[config.mk]
export PLATFORM = sky130hd
export DESIGN_NAME = wb_port_arbiter
export DESIGN_NICKNAME = d
export VERILOG_FILES = /design/src/rtl/wb_port_arbiter.sv
export SDC_FILE = /design/constraint.sdc
export NUM_CORES = 1
export LEC_CHECK = 0
export ABC_CLOCK_PERIOD_IN_PS = 3000
export BUFFER_PORTS_ARGS = -buffer_cell sky130_fd_sc_hd__buf_4
export CELL_PAD_IN_SITES_DETAIL_PLACEMENT = 1
export CELL_PAD_IN_SITES_GLOBAL_PLACEMENT = 1
export CORE_ASPECT_RATIO = 1.2
export CORE_MARGIN = 1
export CORE_UTILIZATION = 40
export CTS_BUF_LIST = sky130_fd_sc_hd__clkbuf_4
export CTS_CLUSTER_DIAMETER = 50
export DETAILED_ROUTE_END_ITERATION = 6
export GPL_TIMING_DRIVEN = 0
export PLACE_DENSITY_LB_ADDON = 0.1
export SLEW_MARGIN = 20
export SYNTH_ARGS = -nofsm -noshare
export SYNTH_HDL_FRONTEND = slang
export SYNTH_SLANG_ARGS = --single-unit
[constraint.sdc]
create_clock -name clk -period 3 [get_ports clk]
set_clock_uncertainty 0.1 [all_clocks]
set_input_delay 0.15 -clock clk [delete_from_list [all_inputs] [get_ports clk]]
set_output_delay 0.15 -clock clk [all_outputs]
set_load 0.1 [all_outputs]
[src/rtl/wb_port_arbiter.sv]
`default_nettype none
// ============================================================================
// Module   : wb_port_arbiter
// Purpose  : Register-file write-port arbiter. Pipeline writeback wins and
//            long-latency results queue and drain into idle slots.
// Revision : 1.0 - initial release
// ============================================================================
module wb_port_arbiter #(
  parameter int DEPTH = 2
) (
  input  logic        clk,
  input  logic        reset,
  input  logic        wb_valid,
  input  logic [4:0]  wb_rd,
  input  logic [31:0] wb_data,
  input  logic        lu_valid,
  input  logic [4:0]  lu_rd,
  input  logic [31:0] lu_data,
  output logic        lu_ready,
  input  logic [4:0]  rs1,
  input  logic [4:0]  rs2,
  output logic        pend1,
  output logic        pend2,
  output logic        RegWrite,
  output logic [4:0]  Write_register,
  output logic [31:0] Write_data,
  output logic [2:0]  q_count
);

  localparam logic [2:0] c_depth = 3'(DEPTH);

  logic [DEPTH-1:0] r_vld;
  logic [4:0]       r_rd   [DEPTH];
  logic [31:0]      r_data [DEPTH];
  logic [2:0]       r_count;

  logic [DEPTH-1:0] w_vld_nxt;
  logic [4:0]       w_rd_nxt   [DEPTH];
  logic [31:0]      w_data_nxt [DEPTH];
  logic [2:0]       w_count_nxt;

  logic w_wb_win;
  logic w_drain;
  logic w_accept;

  // A register-0 destination is never a real write on either source.
  assign w_wb_win = wb_valid && (wb_rd != 5'd0);
  assign w_drain  = !w_wb_win && (r_count != 3'd0);
  assign lu_ready = (r_count < c_depth) && !reset;
  assign w_accept = lu_valid && lu_ready && (lu_rd != 5'd0);
  assign q_count  = r_count;

  // Drop the drained head and WAW-cancelled entries, compact survivors in
  // age order, then append the accepted transfer at the new tail.
  always_comb begin : p_next
    int   n;
    logic keep;
    n    = 0;
    keep = 1'b0;
    for (int j = 0; j < DEPTH; j++) begin
      w_vld_nxt[j]  = 1'b0;
      w_rd_nxt[j]   = 5'd0;
      w_data_nxt[j] = 32'd0;
    end
    for (int i = 0; i < DEPTH; i++) begin
      keep = r_vld[i] && !(w_drain && (i == 0)) &&
             !(w_wb_win && (r_rd[i] == wb_rd));
      if (keep) begin
        for (int j = 0; j < DEPTH; j++) begin
          if (j == n) begin
            w_vld_nxt[j]  = 1'b1;
            w_rd_nxt[j]   = r_rd[i];
            w_data_nxt[j] = r_data[i];
          end
        end
        n = n + 1;
      end
    end
    if (w_accept) begin
      for (int j = 0; j < DEPTH; j++) begin
        if (j == n) begin
          w_vld_nxt[j]  = 1'b1;
          w_rd_nxt[j]   = lu_rd;
          w_data_nxt[j] = lu_data;
        end
      end
      n = n + 1;
    end
    w_count_nxt = 3'(n);
  end

  always_comb begin : p_pend
    pend1 = 1'b0;
    pend2 = 1'b0;
    for (int i = 0; i < DEPTH; i++) begin
      if (r_vld[i] && (r_rd[i] == rs1) && (rs1 != 5'd0)) pend1 = 1'b1;
      if (r_vld[i] && (r_rd[i] == rs2) && (rs2 != 5'd0)) pend2 = 1'b1;
    end
  end

  always_ff @(posedge clk) begin
    if (reset) begin
      r_vld          <= '0;
      r_count        <= 3'd0;
      RegWrite       <= 1'b0;
      Write_register <= 5'd0;
      Write_data     <= 32'd0;
      for (int i = 0; i < DEPTH; i++) begin
        r_rd[i]   <= 5'd0;
        r_data[i] <= 32'd0;
      end
    end else begin
      r_vld   <= w_vld_nxt;
      r_count <= w_count_nxt;
      for (int i = 0; i < DEPTH; i++) begin
        r_rd[i]   <= w_rd_nxt[i];
        r_data[i] <= w_data_nxt[i];
      end
      if (w_wb_win) begin
        RegWrite       <= 1'b1;
        Write_register <= wb_rd;
        Write_data     <= wb_data;
      end else if (w_drain) begin
        RegWrite       <= 1'b1;
        Write_register <= r_rd[0];
        Write_data     <= r_data[0];
      end else begin
        RegWrite <= 1'b0;
      end
    end
  end

endmodule
`default_nettype wire

Word level (Yosys, flattened, before mapping)
Memory sizes are Yosys's and may differ from the RTL's.
Cells that the tools add are included.
{"block": "word_totals", "regBits": 43, "mem_bits_rw": 74, "in_bits": 88, "memories": 2}
{"memory": "r_data", "words": 2, "width": 32, "rd": 2, "rd_ports_with_merged_regs": 0, "write_ports": 2, "line": "34", "text": "logic [31:0] r_data [DEPTH];"}
{"memory": "r_rd", "words": 2, "width": 5, "rd": 2, "rd_ports_with_merged_regs": 0, "write_ports": 2, "line": "33", "text": "logic [4:0] r_rd [DEPTH];"}
{"block": "op_classes", "add_sub_neg": 2, "order_cmp": 1, "n_eq_ne": 8, "mux": 41, "bitwise": 4, "n_reduce_logical": 31}
{"operator": "$mux W32", "n": 10}
{"operator": "$mux W64", "n": 2}
{"operator": "$eq A2 B32 Y1 const A", "n": 2}
{"operator": "$logic_not A32 Y1", "n": 2}
{"operator": "$mux W5", "n": 9}
{"operator": "$add A32 B2 Y32 const B", "n": 1}
{"operator": "$eq A5 B5 Y1", "n": 6}
{"operator": "$mux W10", "n": 2}
{"operator": "$reduce_bool A5 Y1", "n": 4}
{"operator": "$logic_and A1 B1 Y1", "n": 18}
{"operator": "$mux W1", "n": 15}
{"operator": "$logic_not A1 Y1", "n": 5}
{"operator": "$mux W2", "n": 2}
{"operator": "$or A1 B1 Y1", "n": 4}
{"operator": "$add A3 B2 Y3 const B", "n": 1}
{"operator": "$lt A3 B2 Y1 const B", "n": 1}
{"operator": "$mux W3", "n": 1}
{"operator": "$reduce_bool A3 Y1", "n": 1}
{"operator": "$reduce_bool A2 Y1", "n": 1}

Longest topological paths before layout
Gate-level depths: netlist of the first run.
{"block": "depth", "ltp_word": 14, "ltp_mapped": 13, "mapped_depth_nobuf": 8}

Least setup slack after synthesis of the first run
OpenSTA, ideal clock, no wires.
{"block": "synth_path", "kind": "register to register", "start": "register r_count[2], in the netlist q_count[2]", "end": "memory r_data[0][12]", "setup_ps": 91, "arrival_ps": 4071, "t_required_ps": 2809, "path_slack_ps": -1262, "path_stages_with_launch": 7, "period_less_slack_ps": 4262, "path_cell_list": "dfxtp_1 nor3_1 o311a_1 nand2_1 buf_4 clkbuf_1 a311oi_1"}
{"element": "start, declared", "line": "35", "text": "logic [2:0] r_count;"}
{"element": "start signal, assigned", "line": "114", "text": "r_count <= w_count_nxt;"}
{"element": "end, declared", "line": "34"}

==> results of run 1 <==
-- path summary, 6_finish.rpt --
path                               startpoint        endpoint  slack [ns]  cells after the start
worst min-delay path                 wb_valid  Write_data[17]        0.24                      4
worst min register to register  r_data[0][27]   r_data[0][27]        0.40                      2
worst max-delay path                 wb_rd[2]      r_rd[0][5]        0.13                     13
worst max register to register       r_vld[1]      r_rd[0][5]        0.13                     10
-- cell families (layout without fill, tap and decap cells) --
family / count (synthesis) / count (layout)
xor+xnor: 31 / 31
mux: 38 / 38
simple gates: 215 / 215
flops: 116 / 116
fa+ha+maj: 3 / 3
compound gates: 121 / 121
other cells: 0 / 1
buf+inv: 68 / 304
-- sequential cells by signal, summed over array words and instances (netlist names) --
| name | cells |
|---|---|
| RegWrite | 1 |
| r_vld | 2 |
| Write_register | 5 |
| r_data | 64 |
| q_count | 2 |
| Write_data | 32 |
| r_rd | 10 |
-- area by class of cell --
cell class              count  area [µm²]  share of cell area, %
multi-input cells         408        2650                   34.8
repair buffers            210        1770                   23.3
well taps                 164         205                   2.70
inverters                   5        18.8                  0.247
diodes                      1        2.50                 0.0329
clock buffers              20         150                   1.98
plain buffers              57         287                   3.77
clock inverters            12         185                   2.44
flip-flops and latches    116        2330                   30.7
-- Yosys cell counts, drive strengths merged, types with 2 or more instances --
| master | n | area share (%) |
|---|---|---|
| inv | 5 | 0.36 |
| nand3 | 41 | 3.9 |
| xor2 | 24 | 4.0 |
| a211oi | 35 | 5.0 |
| nand2 | 40 | 2.9 |
| dfxtp | 116 | 44 |
| or4 | 2 | 0.29 |
| nor2 | 119 | 8.5 |
| nor3 | 6 | 0.57 |
| mux2i | 38 | 7.2 |
| a32oi | 37 | 6.2 |
| xnor2 | 7 | 1.2 |
| a311oi | 38 | 6.7 |
| a21oi | 6 | 0.57 |
| clkbuf | 31 | 2.2 |
| nor4 | 4 | 0.48 |
| buf | 32 | 3.6 |
| ha | 3 | 0.72 |
-- metal layers --
layer / GRT usage (%) / vias to the layer above / routed length (µm)
met1: 32.6 / 2732 / 7850
met2: 54.4 / 161 / 10200
met3: 5.71 / 43 / 766
met4: 16.0 / 0 / 656
met5: 0 / - / 0
li1: - / 2597 / -
-- tightest hold or removal path, stage by stage --
cell	delay, ns
buf_4	0.11
nand2_1	0.28
nor2_1	0.22
a211oi_1	0.07
-- per-stage QoR --
stage                     setup TNS (ns)  std cells
after floorplan                        0        592
after global placement             -4.44        886
after detailed placement           -6.34        886
after CTS                              0        992
after global routing             -0.0479        993
final                                  0        993
-- where the power goes --
| part | leakage (µW) | switching [µW] | internal (µW) |
|---|---|---|---|
| Clock | 0.000182 | 614 | 761 |
| Combinational | 0.00209 | 694 | 358 |
| Sequential | 0.000953 | 58.5 | 1620 |
| Total | 0.00322 | 1370 | 2740 |
-- repair_timing --
item | in CTS | in global routing
hold buffers | 77 | 0
buffers inserted | 0 | 3
endpoints found under the setup margin | 60 | 64
pin swaps | 1 | 2
endpoints found under the hold margin | 113 | 0
gates resized for setup | 3 | 12
==> results_dict.tcl, run 1 <==
set metrics [dict create \
    path_cells "dlygate4sd3_1 -> buf_4 -> nor3_2 -> a21boi_2 -> a41oi_2 -> clkbuf_4 -> buf_2 -> ha_1 -> and2_1 -> buf_2 -> buf_2 -> a32oi_1 -> nor2_1" \
    root_buffer "clkbuf_4" \
    critPathTopFamily "buffers and inverters" \
    avgSynthCellArea_um2 8.86 \
    synth_top_family_by_area "compound AO/OA/AOI/OAI gates" \
    netlist-cell-type-count 32 \
    design_area_um2 7600 \
    antenna_found_initial 1 \
    crit_slowest_cell "dlygate4sd3_1" \
    synth_fp_nets 683 \
    post-place-ws_ns -0.267 \
    viasPerCell 5.57 \
    async_flop_share_pct 0 \
    cts_tree "built" \
    io_pins 132 \
    synth-xor-area-share_pct 5.17 \
    dp_hpwl_um 13000 \
    setup_slack_ns 0.127 \
    drcViolationCount 0 \
    startpoint_type "input port" \
    place.gp.congestion 0.872 \
    final_cell_mix "142 x buf_4, 119 x nor2_1, 108 x dfxtp_1, 77 x dlygate4sd3_1, 41 x nand3_1" \
    numCtsBuffers 17 \
    die_y_um 127 \
    syn-cell-area_um2 5250 \
    hold_path.class "in -> reg" \
    placed_cell_area_um2 6440 \
    insertion_delay_ns 0.55 \
    cp_max_fo 10 \
    hold_violations 0 \
    cts_sinks 116 \
    timing_worst_setup_path_type "in -> reg" \
    grt_overflow 0 \
    worst-path-buf-inv 6 \
    grt_first_pass_wirelength_um 31000 \
    ctsLongestPathBuffers 2 \
    post-route-period-util_pct 95.8 \
    drt_iter0_drc 238 \
    yosysWarnings 0 \
    grt_start_max_net_pins 17 \
    initial_utilization_pct 41.2 \
    ir_worst_vdd_mv 0.364 \
    nets 906 \
    mostFrequentLayoutCell "buf_4" \
    cp.required_ns 3.32 \
    port_buffers 130 \
    outcome "completed" \
    coreArea_um2 12700 \
    synth_enable_flop_cells 0 \
    synth-seq-cells 116 \
    ys_seq_area_share_pct 44.3 \
    rows 45 \
    cap_violations 0 \
    p_leak_uw 0.00322 \
    cts-htree-levels 4 \
    end_kind "flip-flop" \
    vias 5533 \
    synth-simple-area-share_pct 17.0 \
    slew_headroom_pct 47.6 \
    layout-drive-gt1-share_pct 25.8 \
    ant_nets 0 \
    syn_inst 592 \
    grt_usage_pct 29.9 \
    finalSetupViolCount 0 \
    n_fill_cell 1498 \
    synth_mux_area_share_pct 7.25 \
    min_period_ns 2.87 \
    drv_slew 0 \
    synth_fa_ha_area_share_pct 0.715 \
    wire_per_inst_um 19.6 \
    timing.hold.ws_ns 0.238 \
    tightest_slew_ns 0.785 \
    wl_um 19500 \
    fp.dieW_um 107 \
    cellPowerDensity_nw_per_um2 541 \
    critPathMaxStageDelay_ns 0.56 \
    drt-pass1-iter-count 5 \
    synth-compound-area-share_pct 19.5 \
    critPathArrivalTime_ns 3.19 \
    cpMostUsedCell "buf_2" \
    clk_pin_slew_ns 0.10 \
    area_growth_pct 44.8 \
    die-area_um2 13600 \
    fmax_ghz 0.348 \
    fin_util_pct 59.7 \
    grt_pass1_vias 6082 \
    p_total_uw 4110 \
    synth_ff_type "dfxtp_1" \
]
No activity file was read; power rests on OpenSTA's default activity.
==> run 2: changes to the inputs <==
- CORE_MARGIN: 1 -> 1.5
==> run 2 against run 1 <==
  * Via count increased by 0.42%
  * Die area increased by 1.7%
  * Cell area decreased by 0.84%
  * Hold slack got worse by 0.20 ns
  * Fmax increased by 1.4%
  * Final cell count decreased by 0.40%
  * First-iteration DRC count increased by 9.7%
  * Global-route usage increased by 0.13 points
  * Largest cell class unchanged
==> results_dict.tcl, run 2 (synthesized netlist as in run 1, its figures left out) <==
set metrics [dict create \
    ir_worst_vdd_mv 0.291 \
    p_switching_uw 1360 \
    cellPowerDensity_nw_per_um2 521 \
    cts_tree "built" \
    startpoint_type "flip-flop" \
    layout-drive-gt1-share_pct 25.4 \
    ctsLongestPathBuffers 2 \
    min_period_ns 2.83 \
    die-area_um2 13800 \
    ant_nets 0 \
    biggestRegsByFlops "r_data: 64 flops, Write_data: 32 flops, r_rd: 10 flops" \
    hold_path.class "in -> reg" \
    dp_hpwl_um 13300 \
    finalSetupViolCount 0 \
    grt_first_pass_wirelength_um 31800 \
    timing.hold.ws_ns 0.0408 \
    drv_slew 0 \
    slew_headroom_pct 48.9 \
    antenna_found_initial 1 \
    nets 903 \
    tns_ns 0 \
    drcViolationCount 0 \
    fp.dieW_um 108 \
    reg2regPathDepth 11 \
    root_buffer "clkbuf_4" \
    place.gp.congestion 0.852 \
    hold_path_depth 4 \
    mostFrequentLayoutCell "buf_4" \
    grt_usage_pct 30.0 \
    cap_violations 0 \
    viasPerCell 5.62 \
    p_int_uw 2560 \
    timing_worst_setup_path_type "reg -> reg" \
    coreArea_um2 12700 \
    die_y_um 128 \
    numCtsBuffers 17 \
    tightest_slew_ns 0.766 \
    cts-htree-levels 4 \
    insertion_delay_ns 0.56 \
    rows 45 \
    fin_util_pct 59.2 \
    end_kind "flip-flop" \
    grt_pass1_vias 6181 \
    drt_iter0_drc 261 \
    swShare_pct 34.7 \
    wl_um 20000 \
    outcome "completed" \
    largest_reg_flops 64 \
    cp_max_fo 10 \
    drt-pass1-iter-count 4 \
    cp.required_ns 3.34 \
    wire_per_inst_um 20.2 \
    clkPwrFrac_pct 30.1 \
    grt_overflow 0 \
    initial_utilization_pct 41.2 \
    p_leak_uw 0.00318 \
    port_buffers 130 \
    final_cell_mix "138 x buf_4, 119 x nor2_1, 108 x dfxtp_1, 76 x dlygate4sd3_1, 41 x nand3_1" \
    area_growth_pct 43.6 \
    critPathArrivalTime_ns 3.17 \
    post-route-period-util_pct 94.5 \
    power.share.combinational_pct 27.0 \
    fmax_ghz 0.353 \
    grt_start_max_net_pins 17 \
    io_pins 132 \
    hold_violations 0 \
    seq_power_share_pct 42.9 \
    top_register "r_data" \
    cts_sinks 116 \
    vias 5556 \
    clk_pin_slew_ns 0.11 \
]
==> run 2: changes by cell type in the layout (fill, tap and decap cells not counted), sizes merged <==
cell	delta
buf	-2
bufinv	-2
clkinv	+2
clkbuf	-1
dlygate4sd3	-1
==> run 2: per-layer routing <==
metal	share of wire, %	vias to the layer above	wire (µm)	track usage (%)
met5	0	-	0	0
met4	3.6	0	713	15.2
met3	4.4	53	887	5.83
met2	52	176	10400	53.7
met1	40	2736	7980	33.9
li1	-	2591	-	-
==> run 2: final timing paths <==
path / endpoint / slack, ns / from
max reg2reg: r_data[0][49] / 0.17 / r_rd[0][8]
min reg2reg: r_data[0][29] / 0.40 / r_data[0][29]
max: r_data[0][49] / 0.17 / r_rd[0][8]
min: q_count[0] / 0.04 / lu_valid
==> run 2: layout make-up <==
cell class	instances	area, µm²
Antenna cell	1	2.50
Buffer	57	303
Clock buffer	19	143
Clock inverter	12	139
Fill cell	1520	5190
Inverter	5	18.8
Multi-Input combinational cell	408	2650
Sequential cell	116	2330
Tap cell	164	205
Timing Repair Buffer	207	1740
==> run 2: worst max-delay path, cell delays in order (launching register included) <==
cell	delay (ns)
dfxtp_2	0.38
xor2_1	0.16
nor3_2	0.28
a41oi_4	0.19
buf_6	0.20
clkbuf_4	0.20
ha_1	0.34
and2_1	0.15
buf_2	0.19
clkbuf_4	0.23
a32oi_1	0.21
nor2_1	0.07
==> run 2: repair_timing <==
item / 4_1_cts / 5_1_grt
endpoints found under the setup margin: 68 / 61
pin swaps: 1 / 0
gates resized for setup: 6 / 15
endpoints found under the hold margin: 111 / 0
hold buffers: 76 / 0
setup buffers: 1 / 0
==> run 2: through the flow <==
stage,power [µW],instances,setup WS [ns],cell area [µm²]
2_1_floorplan,2350,592,0.282,5260
3_3_place_gp,2640,886,-0.147,6440
3_5_place_dp,2670,886,-0.298,6440
4_1_cts,3920,991,0.00410,7490
5_1_grt,4070,989,-0.0790,7530
6_report,3920,989,0.166,7530
==> run 2: power by group through the flow <==
| stage | Clock [µW] | Sequential (µW) | Combinational (µW) |
|---|---|---|---|
| finish | 1180 | 1680 | 1060 |
| global route | 1270 | 1690 | 1120 |
| CTS | 1200 | 1680 | 1040 |
| detailed placement | 0 | 1710 | 956 |
| global placement | 0 | 1710 | 935 |
| floorplan | 0 | 2000 | 344 |
==> run 3: changes to the inputs <==
- CORE_UTILIZATION: 40 -> 39
- CTS_BUF_LIST: sky130_fd_sc_hd__clkbuf_4 -> sky130_fd_sc_hd__clkbuf_4 sky130_fd_sc_hd__clkbuf_8 sky130_fd_sc_hd__clkbuf_16
- SLEW_MARGIN: 20 -> 10
==> run 3 against run 2 <==
  * Combinational power about the same
  * Global-route usage is 1.1 points lower
  * Hold slack better by 0.0047 ns
  * Routed wire length is 2.2% higher
  * Largest power group is now the clock network
  * Cell area is 4.1% higher
==> results_dict.tcl, run 3 (synthesized netlist as in run 1, its figures left out) <==
set metrics [dict create \
    tightest_slew_ns 0.809 \
    final_cell_mix "142 x buf_4, 119 x nor2_1, 107 x dfxtp_1, 74 x dlygate4sd3_1, 41 x nand3_1" \
    cts_sinks 116 \
    cts_tree "built" \
    p_total_uw 4880 \
    outcome "completed" \
    place.gp.congestion 0.852 \
    global_route.usage.met3_pct 4.95 \
    numCtsBuffers 17 \
    hold_path.class "in -> reg" \
    wl_um 20400 \
    insertion_delay_ns 0.41 \
    crit_slowest_cell "a311oi_4" \
    fp.dieW_um 109 \
    drcViolationCount 0 \
    antennaDiodeCount 0 \
    drv_slew 0 \
    use_met2_pct 52.6 \
    startpoint_type "flip-flop" \
    port_buffers 130 \
    cpMostUsedCell "buf_4" \
    ant_nets 0 \
    critPathTopFamily "buffers and inverters" \
    antenna_found_initial 0 \
    cts-htree-levels 4 \
    placed_cell_area_um2 6450 \
    largest_reg_flops 64 \
    design_area_um2 7840 \
    dp_hpwl_um 13300 \
    reg2regPathDepth 13 \
    nets 902 \
    mostFrequentLayoutCell "buf_4" \
    hold_path_depth 3 \
    clk_pin_slew_ns 0.06 \
    end_kind "flip-flop" \
    grt_first_pass_wirelength_um 31100 \
    grt_pass1_vias 5936 \
    post-route-period-util_pct 96.7 \
    n_fill_cell 1496 \
    setup_slack_ns 0.0995 \
    slew_headroom_pct 46.1 \
    vias 5591 \
    timing_worst_setup_path_type "reg -> reg" \
    root_buffer "clkbuf_16" \
    cap_violations 0 \
    viasPerCell 5.64 \
    drt-pass1-iter-count 4 \
    cp.depth 13 \
    critPathArrivalTime_ns 3.11 \
    min_period_ns 2.90 \
    finalSetupViolCount 0 \
    area_growth_pct 49.5 \
    fmax_ghz 0.345 \
    wire_per_inst_um 20.6 \
    drt_iter0_drc 286 \
    grt_overflow 0 \
    critPathMaxStageDelay_ns 0.32 \
    hold_violations 0 \
    path_cells "clkbuf_2 -> xor2_1 -> nor2_1 -> a311oi_4 -> buf_4 -> inv_2 -> buf_2 -> ha_1 -> nand2_1 -> buf_4 -> buf_4 -> nor2_1 -> a311oi_2" \
    coreArea_um2 13200 \
    rows 46 \
    die-area_um2 14200 \
    worst-path-buf-inv 6 \
    p_leak_uw 0.00332 \
    grt_busiest_layer "met2" \
    cp_max_fo 11 \
    grt_start_max_net_pins 17 \
    grt_usage_pct 29.0 \
    io_pins 132 \
    gr-usage-met1_pct 32.7 \
    biggestRegsByFlops "r_data: 64 flops, Write_data: 32 flops, r_rd: 10 flops" \
    cellPowerDensity_nw_per_um2 622 \
    die_y_um 130 \
    initial_utilization_pct 39.8 \
    layout-drive-gt1-share_pct 26.0 \
    tns_ns 0 \
    post-place-ws_ns -0.332 \
    cp.required_ns 3.21 \
    ctsLongestPathBuffers 2 \
    top_register "r_data" \
    ir_worst_vdd_mv 0.350 \
]
run 3: cell types whose count changed in the layout (fill, tap and decap cells not counted), sizes merged:
cell         before  now
buf             161  162
clkbuf           46   50
clkinv            8    3
clkinvlp          1    2
diode             1    0
dlygate4sd3      76   74
run 3: path summary, 6_finish.rpt:
check                    start                end  slack, ns
hold reg to reg   r_data[0][5]       r_data[0][5]       0.39
setup / recovery    r_rd[0][2]      r_data[0][23]        0.1
hold / removal        wb_rd[0]  Write_register[0]       0.05
setup reg to reg    r_rd[0][2]      r_data[0][23]        0.1
run 3: final cells by class:
cell class / count / area (µm²) / area share (%)
well taps: 168 / 210 / 2.68
clock inverters: 8 / 124 / 1.58
flip-flops and latches: 116 / 2330 / 29.7
inverters: 5 / 18.8 / 0.239
clock buffers: 23 / 495 / 6.32
multi-input cells: 408 / 2640 / 33.7
plain buffers: 56 / 282 / 3.59
repair buffers: 207 / 1740 / 22.2
run 3: what timing repair did:
| action | CTS | global route |
|---|---|---|
| setup buffers | 1 | 2 |
| pin swaps | 2 | 1 |
| endpoints found under the hold margin | 110 | 0 |
| setup endpoints to repair | 67 | 62 |
| hold buffers | 74 | 0 |
| gates resized for setup | 7 | 8 |
run 3: power by group:
group | leakage, µW | switching (µW) | total, µW | internal, µW
sequential | 0.000953 | 59.0 | 1680 | 1630
clock | 0.000302 | 731 | 2140 | 1410
combinational | 0.00207 | 704 | 1060 | 355
run 3: per-layer routing:
| metal | share of wire, % | wire (µm) |
|---|---|---|
| met5 | 0 | 0 |
| met1 | 40 | 8100 |
| met2 | 54 | 11000 |
| met3 | 4.1 | 838 |
| met4 | 2.6 | 537 |
run 3: worst reg2reg max path: stages, from the launching register on:
cell      delay (ns)
dfxtp_1         0.30
clkbuf_2        0.19
xor2_1          0.20
nor2_1          0.10
a311oi_4        0.32
buf_4           0.19
inv_2           0.04
buf_2           0.19
ha_1            0.24
nand2_1         0.10
buf_4           0.21
buf_4           0.22
nor2_1          0.10
a311oi_2        0.31
run 3: through the flow:
stage	utilization, %	std cells	hold slack (ns)
2_1_floorplan	-	592	0.187
6_report	59.5	991	0.0455
5_1_grt	59.5	991	0.0632
3_5_place_dp	48.9	890	0.300
3_3_place_gp	48.9	890	0.285
4_1_cts	59.3	992	0.0249
